<file path="config.mk">
export PLATFORM = sky130hd
export DESIGN_NAME = cvxif_offload_agent
export DESIGN_NICKNAME = d
export VERILOG_FILES = /design/src/rtl/cvxif_offload_agent.sv
export SDC_FILE = /design/constraint.sdc
export NUM_CORES = 1
export LEC_CHECK = 0
export BUFFER_PORTS_ARGS = -buffer_cell sky130_fd_sc_hd__buf_2
export CAP_MARGIN = 20
export CORE_AREA = 3 3 192 194
export CTS_CLUSTER_SIZE = 25
export DETAILED_ROUTE_END_ITERATION = 16
export DIE_AREA = 0 0 195 197
export MAX_ROUTING_LAYER = met4
export PLACE_DENSITY_LB_ADDON = 0.12
export SYNTH_ARGS = -nofsm -noshare
export SYNTH_HDL_FRONTEND = slang
export SYNTH_SLANG_ARGS = --single-unit
</file>
<file path="constraint.sdc">
create_clock -name clk_i -period 3 [get_ports clk_i]
set_clock_uncertainty 0.15 [all_clocks]
set_input_delay 0.45 -clock clk_i [delete_from_list [all_inputs] [get_ports clk_i]]
set_output_delay 0.45 -clock clk_i [all_outputs]
set_load 0.1 [all_outputs]
</file>
<file path="src/rtl/cvxif_offload_agent.sv">
// CV-X-IF core-side offload agent: issues undecodable instructions to a coprocessor,
// tracks them by ID, forwards commit/kill decisions and returns results to writeback.
package cvxif_pkg;
  localparam int X_NUM_RS    = 2;
  localparam int X_ID_WIDTH  = 3;
  localparam int X_RFR_WIDTH = 32;
  localparam int X_RFW_WIDTH = 32;
  localparam int X_MEM_WIDTH = 32;

  typedef struct packed {
    logic [15:0]           instr;
    logic [1:0]            mode;
    logic [X_ID_WIDTH-1:0] id;
  } x_compressed_req_t;

  typedef struct packed {
    logic [31:0] instr;
    logic        accept;
  } x_compressed_resp_t;

  typedef struct packed {
    logic [31:0]                           instr;
    logic [1:0]                            mode;
    logic [X_ID_WIDTH-1:0]                 id;
    logic [X_NUM_RS-1:0][X_RFR_WIDTH-1:0]  rs;
    logic [X_NUM_RS-1:0]                   rs_valid;
  } x_issue_req_t;

  typedef struct packed {
    logic accept;
    logic writeback;
    logic dualwrite;
    logic dualread;
    logic loadstore;
    logic exc;
  } x_issue_resp_t;

  typedef struct packed {
    logic [X_ID_WIDTH-1:0] id;
    logic                  commit_kill;
  } x_commit_t;

  typedef struct packed {
    logic [X_ID_WIDTH-1:0]  id;
    logic [31:0]            addr;
    logic [1:0]             mode;
    logic                   we;
    logic [1:0]             size;
    logic [X_MEM_WIDTH-1:0] wdata;
    logic                   last;
    logic                   spec;
  } x_mem_req_t;

  typedef struct packed {
    logic       exc;
    logic [5:0] exccode;
  } x_mem_resp_t;

  typedef struct packed {
    logic [X_ID_WIDTH-1:0]  id;
    logic [X_MEM_WIDTH-1:0] rdata;
    logic                   err;
  } x_mem_result_t;

  typedef struct packed {
    logic [X_ID_WIDTH-1:0]  id;
    logic [X_RFW_WIDTH-1:0] data;
    logic [4:0]             rd;
    logic                   we;
    logic                   exc;
    logic [5:0]             exccode;
  } x_result_t;

  typedef struct packed {
    logic               x_compressed_valid;
    x_compressed_req_t  x_compressed_req;
    logic               x_issue_valid;
    x_issue_req_t       x_issue_req;
    logic               x_commit_valid;
    x_commit_t          x_commit;
    logic               x_mem_ready;
    x_mem_resp_t        x_mem_resp;
    logic               x_mem_result_valid;
    x_mem_result_t      x_mem_result;
    logic               x_result_ready;
  } cvxif_req_t;

  typedef struct packed {
    logic               x_compressed_ready;
    x_compressed_resp_t x_compressed_resp;
    logic               x_issue_ready;
    x_issue_resp_t      x_issue_resp;
    logic               x_mem_valid;
    x_mem_req_t         x_mem_req;
    logic               x_result_valid;
    x_result_t          x_result;
  } cvxif_resp_t;
endpackage

module cvxif_offload_agent
  import cvxif_pkg::*;
#(
  parameter int NrOutstanding = 4
) (
  input  logic                                 clk_i,
  input  logic                                 rst_ni,
  input  logic                                 off_valid_i,
  output logic                                 off_ready_o,
  input  logic [31:0]                          off_instr_i,
  input  logic [X_NUM_RS-1:0][X_RFR_WIDTH-1:0] off_rs_i,
  output logic                                 off_resp_valid_o,
  output logic                                 off_resp_accept_o,
  output logic [X_ID_WIDTH-1:0]                off_resp_id_o,
  output logic                                 off_resp_writeback_o,
  input  logic                                 commit_valid_i,
  input  logic [X_ID_WIDTH-1:0]                commit_id_i,
  input  logic                                 commit_kill_i,
  output logic                                 wb_valid_o,
  input  logic                                 wb_ready_i,
  output logic [X_ID_WIDTH-1:0]                wb_id_o,
  output logic [4:0]                           wb_rd_o,
  output logic [X_RFW_WIDTH-1:0]               wb_data_o,
  output logic                                 wb_we_o,
  output logic                                 wb_exc_o,
  output logic [5:0]                           wb_exccode_o,
  output logic                                 err_o,
  output cvxif_req_t                           cvxif_req_o,
  input  cvxif_resp_t                          cvxif_resp_i
);

  typedef enum logic {IDLE, ISSUE} state_e;

  state_e                   state_q, state_d;
  x_issue_req_t             issue_req_q, issue_req_d;
  logic [NrOutstanding-1:0] valid_q, valid_d, wb_q, wb_d;
  logic                     resp_valid_q, resp_valid_d;
  logic                     resp_accept_q, resp_accept_d;
  logic                     resp_wb_q, resp_wb_d;
  logic [X_ID_WIDTH-1:0]    resp_id_q, resp_id_d;
  logic                     commit_valid_q;
  x_commit_t                commit_q;
  logic                     err_q, err_d;

  x_result_t                res;
  logic [NrOutstanding-1:0] res_sel, cmt_sel, iss_sel;
  logic [X_ID_WIDTH-1:0]    alloc_id;
  logic                     any_free, res_hs, kill_now, kill_hit;
  logic                     res_entry_valid, cmt_entry_valid, res_deliver;

  assign res = cvxif_resp_i.x_result;

  // One-hot decodes; IDs beyond the table decode to nothing and so look invalid.
  for (genvar i = 0; i < NrOutstanding; i++) begin : g_dec
    assign res_sel[i] = (res.id == X_ID_WIDTH'(i));
    assign cmt_sel[i] = (commit_id_i == X_ID_WIDTH'(i));
    assign iss_sel[i] = (issue_req_q.id == X_ID_WIDTH'(i));
  end

  always_comb begin
    alloc_id = '0;
    for (int i = NrOutstanding - 1; i >= 0; i--) begin
      if (!valid_q[i]) alloc_id = X_ID_WIDTH'(i);
    end
  end

  assign any_free        = ~&valid_q;
  assign off_ready_o     = (state_q == IDLE) && any_free;
  assign res_hs          = cvxif_resp_i.x_result_valid && wb_ready_i;
  assign kill_now        = commit_valid_i && commit_kill_i;
  // A kill arriving alongside its own result wins silently.
  assign kill_hit        = kill_now && (commit_id_i == res.id);
  assign res_entry_valid = |(res_sel & valid_q);
  assign cmt_entry_valid = |(cmt_sel & valid_q);
  assign res_deliver     = cvxif_resp_i.x_result_valid && res_entry_valid && !kill_hit;

  always_comb begin
    state_d       = state_q;
    issue_req_d   = issue_req_q;
    resp_valid_d  = 1'b0;
    resp_accept_d = resp_accept_q;
    resp_wb_d     = resp_wb_q;
    resp_id_d     = resp_id_q;
    valid_d       = valid_q;
    wb_d          = wb_q;
    err_d         = err_q;
    case (state_q)
      IDLE: begin
        if (off_valid_i && off_ready_o) begin
          issue_req_d.instr    = off_instr_i;
          issue_req_d.rs       = off_rs_i;
          issue_req_d.rs_valid = '1;
          issue_req_d.mode     = 2'b00;
          issue_req_d.id       = alloc_id;
          state_d              = ISSUE;
        end
      end
      ISSUE: begin
        if (cvxif_resp_i.x_issue_ready) begin
          state_d       = IDLE;
          resp_valid_d  = 1'b1;
          resp_accept_d = cvxif_resp_i.x_issue_resp.accept;
          resp_wb_d     = cvxif_resp_i.x_issue_resp.writeback;
          resp_id_d     = issue_req_q.id;
          if (cvxif_resp_i.x_issue_resp.accept) begin
            valid_d = valid_d | iss_sel;
            if (cvxif_resp_i.x_issue_resp.writeback) wb_d = wb_d | iss_sel;
            else                                     wb_d = wb_d & ~iss_sel;
          end
        end
      end
      default: state_d = IDLE;
    endcase
    if (res_hs && res_deliver) valid_d = valid_d & ~res_sel;
    if (kill_now)              valid_d = valid_d & ~cmt_sel;
    if (commit_valid_i && !cmt_entry_valid)      err_d = 1'b1;
    if (res_hs && !res_entry_valid && !kill_hit) err_d = 1'b1;
  end

  always_ff @(posedge clk_i or negedge rst_ni) begin
    if (!rst_ni) begin
      state_q        <= IDLE;
      issue_req_q    <= '0;
      valid_q        <= '0;
      wb_q           <= '0;
      resp_valid_q   <= 1'b0;
      resp_accept_q  <= 1'b0;
      resp_wb_q      <= 1'b0;
      resp_id_q      <= '0;
      commit_valid_q <= 1'b0;
      commit_q       <= '0;
      err_q          <= 1'b0;
    end else begin
      state_q        <= state_d;
      issue_req_q    <= issue_req_d;
      valid_q        <= valid_d;
      wb_q           <= wb_d;
      resp_valid_q   <= resp_valid_d;
      resp_accept_q  <= resp_accept_d;
      resp_wb_q      <= resp_wb_d;
      resp_id_q      <= resp_id_d;
      commit_valid_q <= commit_valid_i;
      if (commit_valid_i) commit_q <= '{id: commit_id_i, commit_kill: commit_kill_i};
      err_q          <= err_d;
    end
  end

  assign off_resp_valid_o     = resp_valid_q;
  assign off_resp_accept_o    = resp_accept_q;
  assign off_resp_id_o        = resp_id_q;
  assign off_resp_writeback_o = resp_wb_q;
  assign err_o                = err_q;

  assign wb_valid_o   = res_deliver;
  assign wb_id_o      = res_deliver ? res.id : '0;
  assign wb_rd_o      = res_deliver ? res.rd : '0;
  assign wb_data_o    = res_deliver ? res.data : '0;
  assign wb_we_o      = res_deliver && res.we && |(res_sel & wb_q);
  assign wb_exc_o     = res_deliver && res.exc;
  assign wb_exccode_o = res_deliver ? res.exccode : '0;

  always_comb begin
    cvxif_req_o                = '0;
    cvxif_req_o.x_issue_valid  = (state_q == ISSUE);
    cvxif_req_o.x_issue_req    = issue_req_q;
    cvxif_req_o.x_commit_valid = commit_valid_q;
    cvxif_req_o.x_commit       = commit_q;
    cvxif_req_o.x_result_ready = wb_ready_i;
  end

  logic unused_resp;
  assign unused_resp = ^{cvxif_resp_i.x_compressed_ready, cvxif_resp_i.x_compressed_resp,
                         cvxif_resp_i.x_issue_resp.dualwrite, cvxif_resp_i.x_issue_resp.dualread,
                         cvxif_resp_i.x_issue_resp.loadstore, cvxif_resp_i.x_issue_resp.exc,
                         cvxif_resp_i.x_mem_valid, cvxif_resp_i.x_mem_req};

endmodule

</file>
# Word level (Yosys, flattened, before mapping)
# Cells that the tools add are included.
# W data, S select, Z words.
dict set report classes {
  bitwise 12
  reduce_logical 29
  n_mux 21
  n_eq_ne 10
}
# cell n
set ops {}
lappend ops {{$mux W32} 1}
lappend ops {{$and A4 B4 Y4} 6}
lappend ops {{$mux W4} 6}
lappend ops {{$eq A3 B2 Y1 const B} 6}
lappend ops {{$logic_and A1 B1 Y1} 14}
lappend ops {{$not A4 Y4} 3}
lappend ops {{$reduce_or A4 Y1} 3}
lappend ops {{$eq A3 B1 Y1 const B} 3}
lappend ops {{$logic_not A3 Y1} 3}
lappend ops {{$or A4 B4 Y4} 2}
lappend ops {{$mux W1} 6}
lappend ops {{$mux W2} 3}
lappend ops {{$mux W3} 2}
lappend ops {{$mux W6} 1}
lappend ops {{$mux W5} 1}
lappend ops {{$logic_not A1 Y1} 4}
lappend ops {{$reduce_and A2 Y1} 2}
lappend ops {{$reduce_and A4 Y1} 1}
lappend ops {{$eq A3 B3 Y1} 1}
lappend ops {{$reduce_and A3 Y1} 1}
lappend ops {{$pmux W1 S2} 1}
lappend ops {{$reduce_bool A2 Y1} 1}
lappend ops {{$not A1 Y1} 1}
dict set report word_totals {
  regBits 121
  inputBits 270
  output_inout_bits 234
  wordCells 88
}

# Logic depth before layout (Yosys ltp)
dict set report logic_depth {
  depth_word 9
  ltp_mapped 7
  depth_no_buf 4
}

# Worst setup path before layout
# No wires, ideal clock.
dict set report synth_timing {
  path_kind {register -> register}
  from {register valid_q[3]}
  to {register issue_req_q (netlist bit cvxif_req_o[100])}
  path_stages_with_launch 5
  synth_period_minus_slack_ns 3.461
  path_slack_ns -0.461
  arrival_ns 3.185
  setup_ns 0.126
  path_buffers 1
  required_ns 2.724
  cell_sequence {dfrtp_1 > a41oi_1 > nand2_1 > buf_2 > mux2_2}
}
dict set report synth_between {
  elab_chain_len 5
}
# item line_no
set synth_lines {}
lappend synth_lines {{start, declared} 135} ;# logic [NrOutstanding-1:0] valid_q, valid_d, wb_q, wb_d;
lappend synth_lines {{start signal, assigned} 235} ;# valid_q <= valid_d;
lappend synth_lines {{$reduce_and A4 Y1} 166} ;# assign any_free = ~&valid_q;
lappend synth_lines {{$logic_not A1 Y1} 166}
lappend synth_lines {{$logic_and A1 B1 Y1} 167} ;# assign off_ready_o = (state_q == IDLE) && any_free;
lappend synth_lines {{via off_ready_o} 108} ;# output logic off_ready_o,
lappend synth_lines {{$logic_and A1 B1 Y1} 188} ;# if (off_valid_i && off_ready_o) begin
lappend synth_lines {{$reduce_and A2 Y1 (no source line)} -}
lappend synth_lines {{end signal, assigned} 234} ;# issue_req_q <= issue_req_d;
lappend synth_lines {{end, declared} 134} ;# x_issue_req_t issue_req_q, issue_req_d;
# The timed path passes the listed nets, and every way through them passes these cells.
# A chain may end at the register's enable or synchronous reset.

# Worst setup path after layout
dict set report layout_timing {
  from {input cvxif_resp_i[46] (netlist name)}
  to {output wb_we_o}
}
dict set report layout_between {
  elab_chain_len 7
  elab_cells_between_ends 15
  classes_between {4 x eq/ne; 2 x bitwise; 9 x reduce/logical}
}
# item line_no
set layout_lines {}
lappend layout_lines {{start, declared} 128} ;# input cvxif_resp_t cvxif_resp_i
lappend layout_lines {{$eq A3 B1 Y1 (tied with other cells)} 154} ;# assign res_sel[i] = (res.id == X_ID_WIDTH'(i));
lappend layout_lines {{$and A4 B4 Y4} 172} ;# assign res_entry_valid = |(res_sel & valid_q);
lappend layout_lines {{$reduce_or A4 Y1} 172}
lappend layout_lines {{$logic_and A1 B1 Y1 (2 in a row)} 174} ;# assign res_deliver = cvxif_resp_i.x_result_valid && res_entry_valid && !kill_hit;
lappend layout_lines {{$logic_and A1 B1 Y1} 257} ;# assign wb_we_o = res_deliver && res.we && |(res_sel & wb_q);
lappend layout_lines {{$logic_and A1 B1 Y1 *} 257}
lappend layout_lines {{end, declared} 123} ;# output logic wb_we_o,
# Mark *: on every way between the ends. The rest lies on a longest branch, timed or not.

==> impl_metrics.json <==
{
  "status": "finished, final reports clean",
  "htree_num_levels": 4,
  "die_h_um": 197,
  "nFillCells": 3824,
  "hp-class": "primary input to register",
  "synth.avg_cell_area_um2": 13.1,
  "p_total_mw": 9.27,
  "vias": 4245,
  "drive_above_1_share_pct": 65.3,
  "cts_tree": "built",
  "synth_enable_flop_cells": 0,
  "grt_max_degree": 49,
  "cts-root-buf": "clkbuf_16",
  "hold_path_end": "commit_valid_q",
  "gr-usage-all-layers_pct": 9.56,
  "dpl.cell_count": 1195,
  "async_flop_share_pct": 100,
  "synth.top_cell.area_share_pct": 53.1,
  "core_um2": 35400,
  "cts.sinks": 119,
  "synth_top_cell_by_area": "dfrtp_1",
  "dp_hpwl_mm": 14.4,
  "p_leak_nw": 4.23,
  "finalHoldViolations": 0,
  "grt-ovfl-total": 0,
  "clkSlewWorstSetupHoldPaths_ps": 60,
  "reg2reg_to": "cvxif_req_o[63]",
  "wl_mm": 18.3,
  "antenna_found_initial": 4,
  "min_path_cells": 1,
  "synthCells": 428,
  "worstSetupPathType": "primary input to output port",
  "drtIter0Drc": 51,
  "synthTopCellsByCount": "119 x dfrtp_1, 106 x mux2_2, 76 x buf_4",
  "setup_viol": 0,
  "startpoint_type": "primary input",
  "slew_headroom_pct": 63.0,
  "synth_seq_area_share_pct": 53.1,
  "finalWeightedCongestion": 0.664,
  "maxCapViolations": 0,
  "fin_crit_ps": 2620,
  "start_util_pct": 15.8,
  "reg2reg_depth": 5,
  "area_delta_synth_final_pct": 58.6,
  "avgViaCountPerCell": 3.45,
  "postCtsSetupBuffers": 0,
  "setup_tns_ps": 0,
  "ys_ff_latch": 119,
  "yosysWarnings": 0,
  "grt_pass1_wl_mm": 27.2,
  "firstDrtPassIters": 4,
  "final_max_slew_viol_count": 0,
  "p_per_area_nw_per_um2": 1040,
  "min_from": "commit_valid_i",
  "reg2reg_setup_slack_ps": 1030,
  "timing.rr.start": "valid_q[0]",
  "end_kind": "output port",
  "required_ps": 2400,
  "pin_count": 504,
  "clk_path_buf_depth": 2,
  "fmax_mhz": 381,
  "post_cts_resized": 0,
  "die_w_um": 195,
  "die_area_um2": 38400,
  "fin_cells": 1232,
  "synth_flop_cell": "dfrtp_1",
  "yosys.cell_count.top_type": "dfrtp_1",
  "crit_fanout": 48,
  "ir_drop_uv": 404,
  "drc": 0,
  "synth.distinct_cells": 33,
  "max_slew.worst_pin.slew_ps": 548,
  "nNetsFinal": 1024,
  "grt_pass1_vias": 4618,
  "netlist_area_um2": 5600,
  "wl_per_cell_um": 14.8,
  "period_share_pct": 87.5,
  "rsz0062_at_grt": "no",
  "port_buffers": 318,
  "ant_nets": 0,
  "arrival_ps": 2020,
  "numCtsBuffers": 17,
  "clk_latency_ps": 400,
  "rows": 69,
  "synth_area_leaders": "dfrtp_1 53%, mux2_2 21%, buf_4 10%, and2_1 3.1%, and2_4 3.1%"
}
## repair_timing
item,4_1_cts,5_1_grt
endpoints found under the setup margin,0,0
hold buffers,1,0
endpoints found under the hold margin,37,0
## cell usage in the layout, fill, tap and decap left out, types with 4 or more instances in the layout
cell type	instances
buf_4	6
dfrtp_1	119
and2_2	9
nand2b_1	4
buf_2	269
clkinvlp_4	4
inv_1	5
mux2_2	106
a221oi_1	4
buf_12	53
conb_1	72
o21ai_0	4
clkbuf_16	17
and2_1	19
diode_2	4
and2_4	20
nand2_1	10
## layout make-up
type	instances	area [um2]	share of cell area, %
Clock inverter	14	174	1.96
Tap cell	461	577	6.49
Sequential cell	119	2980	33.5
Clock buffer	18	439	4.94
Multi-Input combinational cell	282	2230	25.1
Antenna cell	4	10.0	0.113
Timing Repair Buffer	329	2460	27.7
Inverter	5	18.8	0.211
## power breakdown
part | internal (mW) | switching, mW
clock | 1.33 | 0.802
sequential | 2.00 | 0.210
combinational | 0.982 | 3.94
## worst max-delay path, cell delays in order
cell and delay [ps]:
buf_2 170, or2_2 280, o22ai_1 180, and3b_1 230, buf_12 220, and4b_1 270
buf_12 180
## routing by layer
| layer | GRT usage (%) | vias up | part of all wire [%] |
|---|---|---|---|
| li1 | - | 1960 | - |
| met1 | 10.4 | 2016 | 39 |
| met2 | 15.2 | 262 | 48 |
| met3 | 4.92 | 7 | 12 |
| met4 | 3.01 | 0 | 0.86 |
| met5 | - | - | 0 |
## flip-flops by register name, summed over array words and instances (netlist names), named ones only
| register | flops |
|---|---|
| off_resp_writeback_o | 1 |
| off_resp_accept_o | 1 |
| valid_q | 4 |
| commit_valid_q | 1 |
| err_o | 1 |
| off_resp_valid_o | 1 |
| off_resp_id_o | 2 |
| cvxif_req_o | 103 |
| state_q | 1 |
## worst max-delay path by stage
stage                               end              from  slack (ps)
after floorplan           wb_data_o[17]  cvxif_resp_i[45]         180
after global placement          wb_we_o  cvxif_resp_i[46]         300
after detailed placement        wb_we_o  cvxif_resp_i[46]         330
after CTS                       wb_we_o  cvxif_resp_i[46]         330
after global routing            wb_we_o  cvxif_resp_i[46]         270
final                           wb_we_o  cvxif_resp_i[46]         380
## logic make-up after synthesis
logic type             Yosys count  synth area share, %
other                            1               0.0669
XOR/XNOR                         3                0.469
buffers and inverters           98                 12.3
flip-flops                     119                 53.1
AND/OR/NAND/NOR                 81                 9.67
AO/OA/AOI/OAI                   16                 1.88
multiplexers                   110                 22.5
## per-stage QoR
step | utilization, % | worst slack [ps] | hold WS, ps | instance area (um2)
after CTS | 25.1 | 333 | 68.0 | 8880
final | 25.1 | 376 | 85.4 | 8890
after detailed placement | 23.3 | 329 | 326 | 8250
after global routing | 25.1 | 266 | 81.4 | 8890
after floorplan | - | 178 | 4.41 | 5890
after global placement | 23.3 | 304 | 328 | 8250
Power figures use the tool's default switching activity.
